===== src/rtl/moving_avg_stereo.sv =====
// rtl/moving_avg_stereo.sv - stereo power-of-two boxcar moving-average filter with valid/ready handshake
//
// Purpose:
//   Averages the last N = 2**LOG2_N samples of each channel. Left and right
//   share the write pointer and fill counter and advance in lockstep. Each
//   channel keeps a circular history buffer and an exact running sum, so one
//   accepted sample costs one add and one subtract per channel.
//
// Build option:
//   MOVAVG_ROUND_EN - when defined, the average is rounded half up and
//                     clamped to the signed maximum. When undefined, the
//                     average is floored (arithmetic shift).
//
// Ports:
//   clk        clock
//   reset      synchronous, active-high reset (also zeroes the outputs)
//   clear      synchronous flush of history; outputs hold their last values
//   in_valid   input sample pair present
//   in_ready   block can accept a pair this cycle
//   left_in    signed left sample
//   right_in   signed right sample
//   out_valid  output pair present
//   out_ready  downstream accepts the output this cycle
//   left_out   signed left average
//   right_out  signed right average
//   primed     N samples accepted since the last reset/clear

module moving_avg_stereo #(
    parameter int DATA_WIDTH = 24,
    parameter int LOG2_N     = 3
) (
    input  logic                         clk,
    input  logic                         reset,
    input  logic                         clear,
    input  logic                         in_valid,
    output logic                         in_ready,
    input  logic signed [DATA_WIDTH-1:0] left_in,
    input  logic signed [DATA_WIDTH-1:0] right_in,
    output logic                         out_valid,
    input  logic                         out_ready,
    output logic signed [DATA_WIDTH-1:0] left_out,
    output logic signed [DATA_WIDTH-1:0] right_out,
    output logic                         primed
);

    localparam int N  = 1 << LOG2_N;
    localparam int SW = DATA_WIDTH + LOG2_N;   // running-sum width: N full-scale samples fit exactly

    localparam logic [LOG2_N:0] FILL_FULL = (LOG2_N + 1)'(N);

`ifdef MOVAVG_ROUND_EN
    localparam logic signed [SW:0]           HALF    = (SW + 1)'(N / 2);
    localparam logic signed [DATA_WIDTH-1:0] OUT_MAX = {1'b0, {(DATA_WIDTH - 1){1'b1}}};
`endif

    // Sign-extend a sample to running-sum width.
    function automatic logic signed [SW-1:0] widen(input logic signed [DATA_WIDTH-1:0] x);
        return {{LOG2_N{x[DATA_WIDTH-1]}}, x};
    endfunction

    // Divide a running sum by N.
    function automatic logic signed [DATA_WIDTH-1:0] average(input logic signed [SW-1:0] s);
`ifdef MOVAVG_ROUND_EN
        logic signed [SW:0]       wide;
        logic        [DATA_WIDTH:0] q;
        // One extra bit so adding the half-LSB cannot wrap a full-scale sum.
        wide = $signed({s[SW-1], s}) + HALF;
        q    = (DATA_WIDTH + 1)'(wide >>> LOG2_N);
        // Rounding only moves the result upwards, so only the positive
        // limit can be exceeded.
        if (!q[DATA_WIDTH] && q[DATA_WIDTH-1]) begin
            return OUT_MAX;
        end
        return $signed(q[DATA_WIDTH-1:0]);
`else
        return DATA_WIDTH'(s >>> LOG2_N);
`endif
    endfunction

    logic signed [DATA_WIDTH-1:0] hist_l [N];
    logic signed [DATA_WIDTH-1:0] hist_r [N];
    logic signed [SW-1:0]         sum_l;
    logic signed [SW-1:0]         sum_r;
    logic        [LOG2_N-1:0]     wptr;
    logic        [LOG2_N:0]       fill;

    logic                         accept;
    logic signed [DATA_WIDTH-1:0] oldest_l;
    logic signed [DATA_WIDTH-1:0] oldest_r;
    logic signed [SW-1:0]         sum_next_l;
    logic signed [SW-1:0]         sum_next_r;

    // A full output register stalls the input unless it is drained in the
    // same cycle; clear always blocks the input so the flush is clean.
    assign in_ready = !clear && (!out_valid || out_ready);
    assign primed   = (fill == FILL_FULL);

    always_comb begin
        accept     = in_valid && in_ready;
        oldest_l   = hist_l[wptr];
        oldest_r   = hist_r[wptr];
        // The entry at wptr is the sample leaving the window.
        sum_next_l = sum_l + widen(left_in)  - widen(oldest_l);
        sum_next_r = sum_r + widen(right_in) - widen(oldest_r);
    end

    always_ff @(posedge clk) begin
        if (reset) begin
            for (int i = 0; i < N; i++) begin
                hist_l[i] <= '0;
                hist_r[i] <= '0;
            end
            sum_l     <= '0;
            sum_r     <= '0;
            wptr      <= '0;
            fill      <= '0;
            out_valid <= 1'b0;
            left_out  <= '0;
            right_out <= '0;
        end else if (clear) begin
            // Output data registers deliberately keep their last values.
            for (int i = 0; i < N; i++) begin
                hist_l[i] <= '0;
                hist_r[i] <= '0;
            end
            sum_l     <= '0;
            sum_r     <= '0;
            wptr      <= '0;
            fill      <= '0;
            out_valid <= 1'b0;
        end else if (accept) begin
            hist_l[wptr] <= left_in;
            hist_r[wptr] <= right_in;
            sum_l        <= sum_next_l;
            sum_r        <= sum_next_r;
            wptr         <= wptr + LOG2_N'(1);
            if (fill != FILL_FULL) begin
                fill <= fill + (LOG2_N + 1)'(1);
            end
            // Accept with a simultaneous pop simply replaces the result.
            out_valid <= 1'b1;
            left_out  <= average(sum_next_l);
            right_out <= average(sum_next_r);
        end else if (out_valid && out_ready) begin
            out_valid <= 1'b0;
        end
    end

endmodule


===== config.mk =====
export PLATFORM = sky130hd
export DESIGN_NAME = moving_avg_stereo
export DESIGN_NICKNAME = d
export VERILOG_FILES = /design/src/rtl/moving_avg_stereo.sv
export SDC_FILE = /design/constraint.sdc
export NUM_CORES = 1
export LEC_CHECK = 0
export BUFFER_PORTS_ARGS = -buffer_cell sky130_fd_sc_hd__clkbuf_2
export CAP_MARGIN = 20
export CORE_MARGIN = 4
export CORE_UTILIZATION = 60
export DETAILED_ROUTE_END_ITERATION = 6
export PLACE_DENSITY = 0.8
export SLEW_MARGIN = 20
export SYNTH_ARGS = -nofsm -noshare
export SYNTH_HDL_FRONTEND = slang
export SYNTH_SLANG_ARGS = --single-unit

===== constraint.sdc =====
create_clock -name clk -period 5.8 [get_ports clk]
set_clock_uncertainty 0.05 [all_clocks]
set_input_delay 0.29 -clock clk [delete_from_list [all_inputs] [get_ports clk]]
set_output_delay 0.29 -clock clk [all_outputs]
set_load 0.05 [all_outputs]

==> out/metrics.yaml <==
synthFlopType: "edfxtp_1"
worstHoldEndpoint: "hist_l[4][21]"
met3_usage_pct: 4.88
root_buffer: "clkbuf_16"
wl_um: 67300
p_leak_nw: 11.2
p_per_area_nw_per_um2: 326
vias: 17600
design_area_um2: 28200
grt_start_max_net_pins: 94
cts_buffers: 51
io_pins: 104
total_power_mw: 9.20
busiest_layer: "met2"
drt_iter0_drc: 2211
ys_types: 61
remaining_drc_errors: 0
synth_top_area_share_pct: 45.8
min_from: "left_in[21]"
cts_max_level: 2
cap_viol_max_count: 0
grt_antenna_before_repair: 1
rows: 74
reg2reg_to: "right_out[20]"
hold_ws_ns: 0.0331
cts.sinks: 497
die_x_um: 213
cp.required_ns: 6.24
place_inst: 2588
peakVddDrop_mv: 0.361
worstSetupStartpointType: "flip-flop"
path_class: "flip-flop to flip-flop"
synth_fp_nets: 2235
syn2layout_area_growth_pct: 12.2
die_area_um2: 45300
port_buffers: 103
cts_tree: "built"
nFillCells: 2870
fin_nets: 2315
synth-seq-cells: 497
setup_viol: 0
arrival_ns: 5.18
use_met1_pct: 40.3
slew_violations: 0
finalNonFillerCells: 2727
grt_usage_pct: 30.0
ys_warn_count: 0
met2_usage_pct: 49.6
die_h_um: 213
outcome: "complete, no violations"
rrSetupSlack_ns: 1.06
postSynthCellCount: 2071
synth-edff-count: 384
cp-end-kind: "flip-flop"
tightest_slew_ns: 1.10
hold-path-cell-count: 2
maxSlewHeadroom_pct: 26.9
clockBufferDepth: 3
period_share_pct: 81.7
yosys.area.top_type: "edfxtp_1"
dp_hpwl_um: 40700
place_congestion: 0.947
worst-path-max-fanout: 30
clock_latency_ns: 0.62
start_util_pct: 61.2
wl_per_cell_um: 24.7
coreArea_um2: 41100
async_flop_share_pct: 0
r2r_cells: 14
grt_pass1_wl_um: 104000
min_period_ns: 4.74
syn-cell-area_um2: 25200
syn_avg_cell_area_um2: 12.2
post_dp_cell_area_um2: 26200
hold_viol_final: 0
grt-ovfl-total: 0
drt-vias-per-instance: 6.47
drive_gt1_share_pct: 18.0
fmax_ghz: 0.211
rsz0062_at_grt: "no"
seq_area_frac_synth_pct: 54.8
ant_nets: 0
clk_pin_slew_worst_paths_ns: 0.06
first_pass_iters: 6
synth_area_leaders: "edfxtp_1 46%, dfxtp_1 9.0%, mux4_2 8.6%, fa_1 4.1%, nor4_1 3.2%"
min_path_type: "primary input to flip-flop"
grt_pass1_vias: 18300
[critical path, stage by stage (launching register included)]
cell	delay, ns
dfxtp_4	0.79
buf_4	0.39
mux4_2	0.54
mux2_2	0.29
fa_1	0.48
inv_1	0.05
ha_1	0.30
a21oi_1	0.28
o221ai_2	0.16
a21oi_1	0.26
o31ai_4	0.17
a31oi_1	0.30
a31oi_1	0.18
mux2i_1	0.19
a21o_1	0.17
[power by group]
part           internal (mW)  switching (mW)
registers               4.02          0.0888
logic                  0.682            1.23
clock network           1.74            1.44
total                   6.44            2.76
[layout make-up]
type                       count  area, µm²  area share [%]
antenna                        1       2.50         0.00886
clock buffer                  60       1320            4.67
clock inverter                36        280           0.992
inverter                     203        762            2.70
multi-input combinational   1218      10100            35.9
sequential                   497      13800            48.9
tap                          532        666            2.36
timing repair buffer         180       1280            4.54
[repair_timing]
| action | 4_1_cts | 5_1_grt |
|---|---|---|
| resized for setup | 0 | 0 |
| buffers inserted | 0 | 0 |
| hold buffers | 42 | 0 |
| endpoints found under the hold margin | 70 | 0 |
[cells in the final DEF (no fill, tap or decap), types with 7 or more instances in the layout]
master / netlist / final
clkbuf_1: 130 / 8
clkbuf_2: 0 / 103
nor3_1: 138 / 137
clkinv_1: 0 / 9
nor4_1: 127 / 127
edfxtp_1: 384 / 384
mux4_2: 96 / 96
a22o_1: 10 / 10
nand3_1: 12 / 12
nor2_1: 70 / 66
mux2i_1: 10 / 10
and2_1: 87 / 86
a21oi_1: 105 / 105
dfxtp_1: 113 / 109
o21ai_0: 31 / 28
o21bai_1: 12 / 12
clkbuf_16: 0 / 51
o21ai_1: 7 / 7
a21o_1: 35 / 34
buf_4: 0 / 27
inv_1: 203 / 203
xor2_1: 19 / 19
nand2_1: 128 / 124
ha_1: 59 / 59
xnor2_1: 32 / 32
and3_1: 54 / 53
clkinv_2: 0 / 13
mux2_2: 42 / 42
fa_1: 52 / 52
nand4_1: 12 / 12
a211oi_1: 10 / 10
dlygate4sd3_1: 0 / 42
[worst max-delay path by stage]
stage | start | end | cells after the start
after CTS | flip-flop | right_out[17] | 14
after detailed placement | flip-flop | right_out[17] | 14
after global placement | flip-flop | sum_r[20] | 14
after floorplan | out_valid | hist_l[5][0] | 7
final | flip-flop | right_out[20] | 14
after global routing | flip-flop | right_out[17] | 14
[sequential cells by signal (all words and copies together), names as in the netlist, named ones only]
signal / count
wptr: 3
out_valid: 1
fill: 4
hist_l: 192
hist_r: 192
right_out: 24
left_out: 24
sum_l: 27
sum_r: 27
[through the flow]
step           util, %  setup slack, ns  TNS (ns)
5_1_grt           68.7            0.753         0
4_1_cts           68.7             1.03         0
2_1_floorplan        -           -0.345    -48.98
3_5_place_dp      63.8             1.10         0
3_3_place_gp      63.8             1.20         0
6_report          68.7             1.06         0
[cell families (layout without fill, tap and decap cells)]
kind of cell	count (synthesis)	in the layout	synth area share, %
compound gates	252	252	6.45
xor+xnor	51	51	1.77
fa+ha+maj	111	111	7.07
buf+inv	356	479	5.38
flops	497	497	54.8
mux	148	148	10.9
other cells	0	1	0
simple gates	656	656	13.7
[cell usage after synthesis, drive strengths merged (2+ instances only)]
library cell and number:
mux4 96, inv 203, fa 52, edfxtp 384
nand2b 7, a211o 2, o21bai 12, a21oi 105
nand4 12, nor3b 2, nand2 128, ha 59
and3 54, a21o 36, buf 23, nor3 140
nor2 70, nand3b 2, and2 87, o21ai 41
mux2i 10, a21boi 3, or3 6, nor2b 4
o31ai 5, nand3 12, clkbuf 130, xnor2 32
xor2 19, a211oi 11, or2 2, dfxtp 113
a31o 2, a31oi 8, o211ai 4, nor4 127
a22o 10, mux2 42, o21a 6
[routing by layer]
metal	wire, µm	part of all wire, %
met1	25700	38
met2	32700	49
met3	6530	9.7
met4	2400	3.6
met5	0	0
No activity file was read; power rests on OpenSTA's default activity.
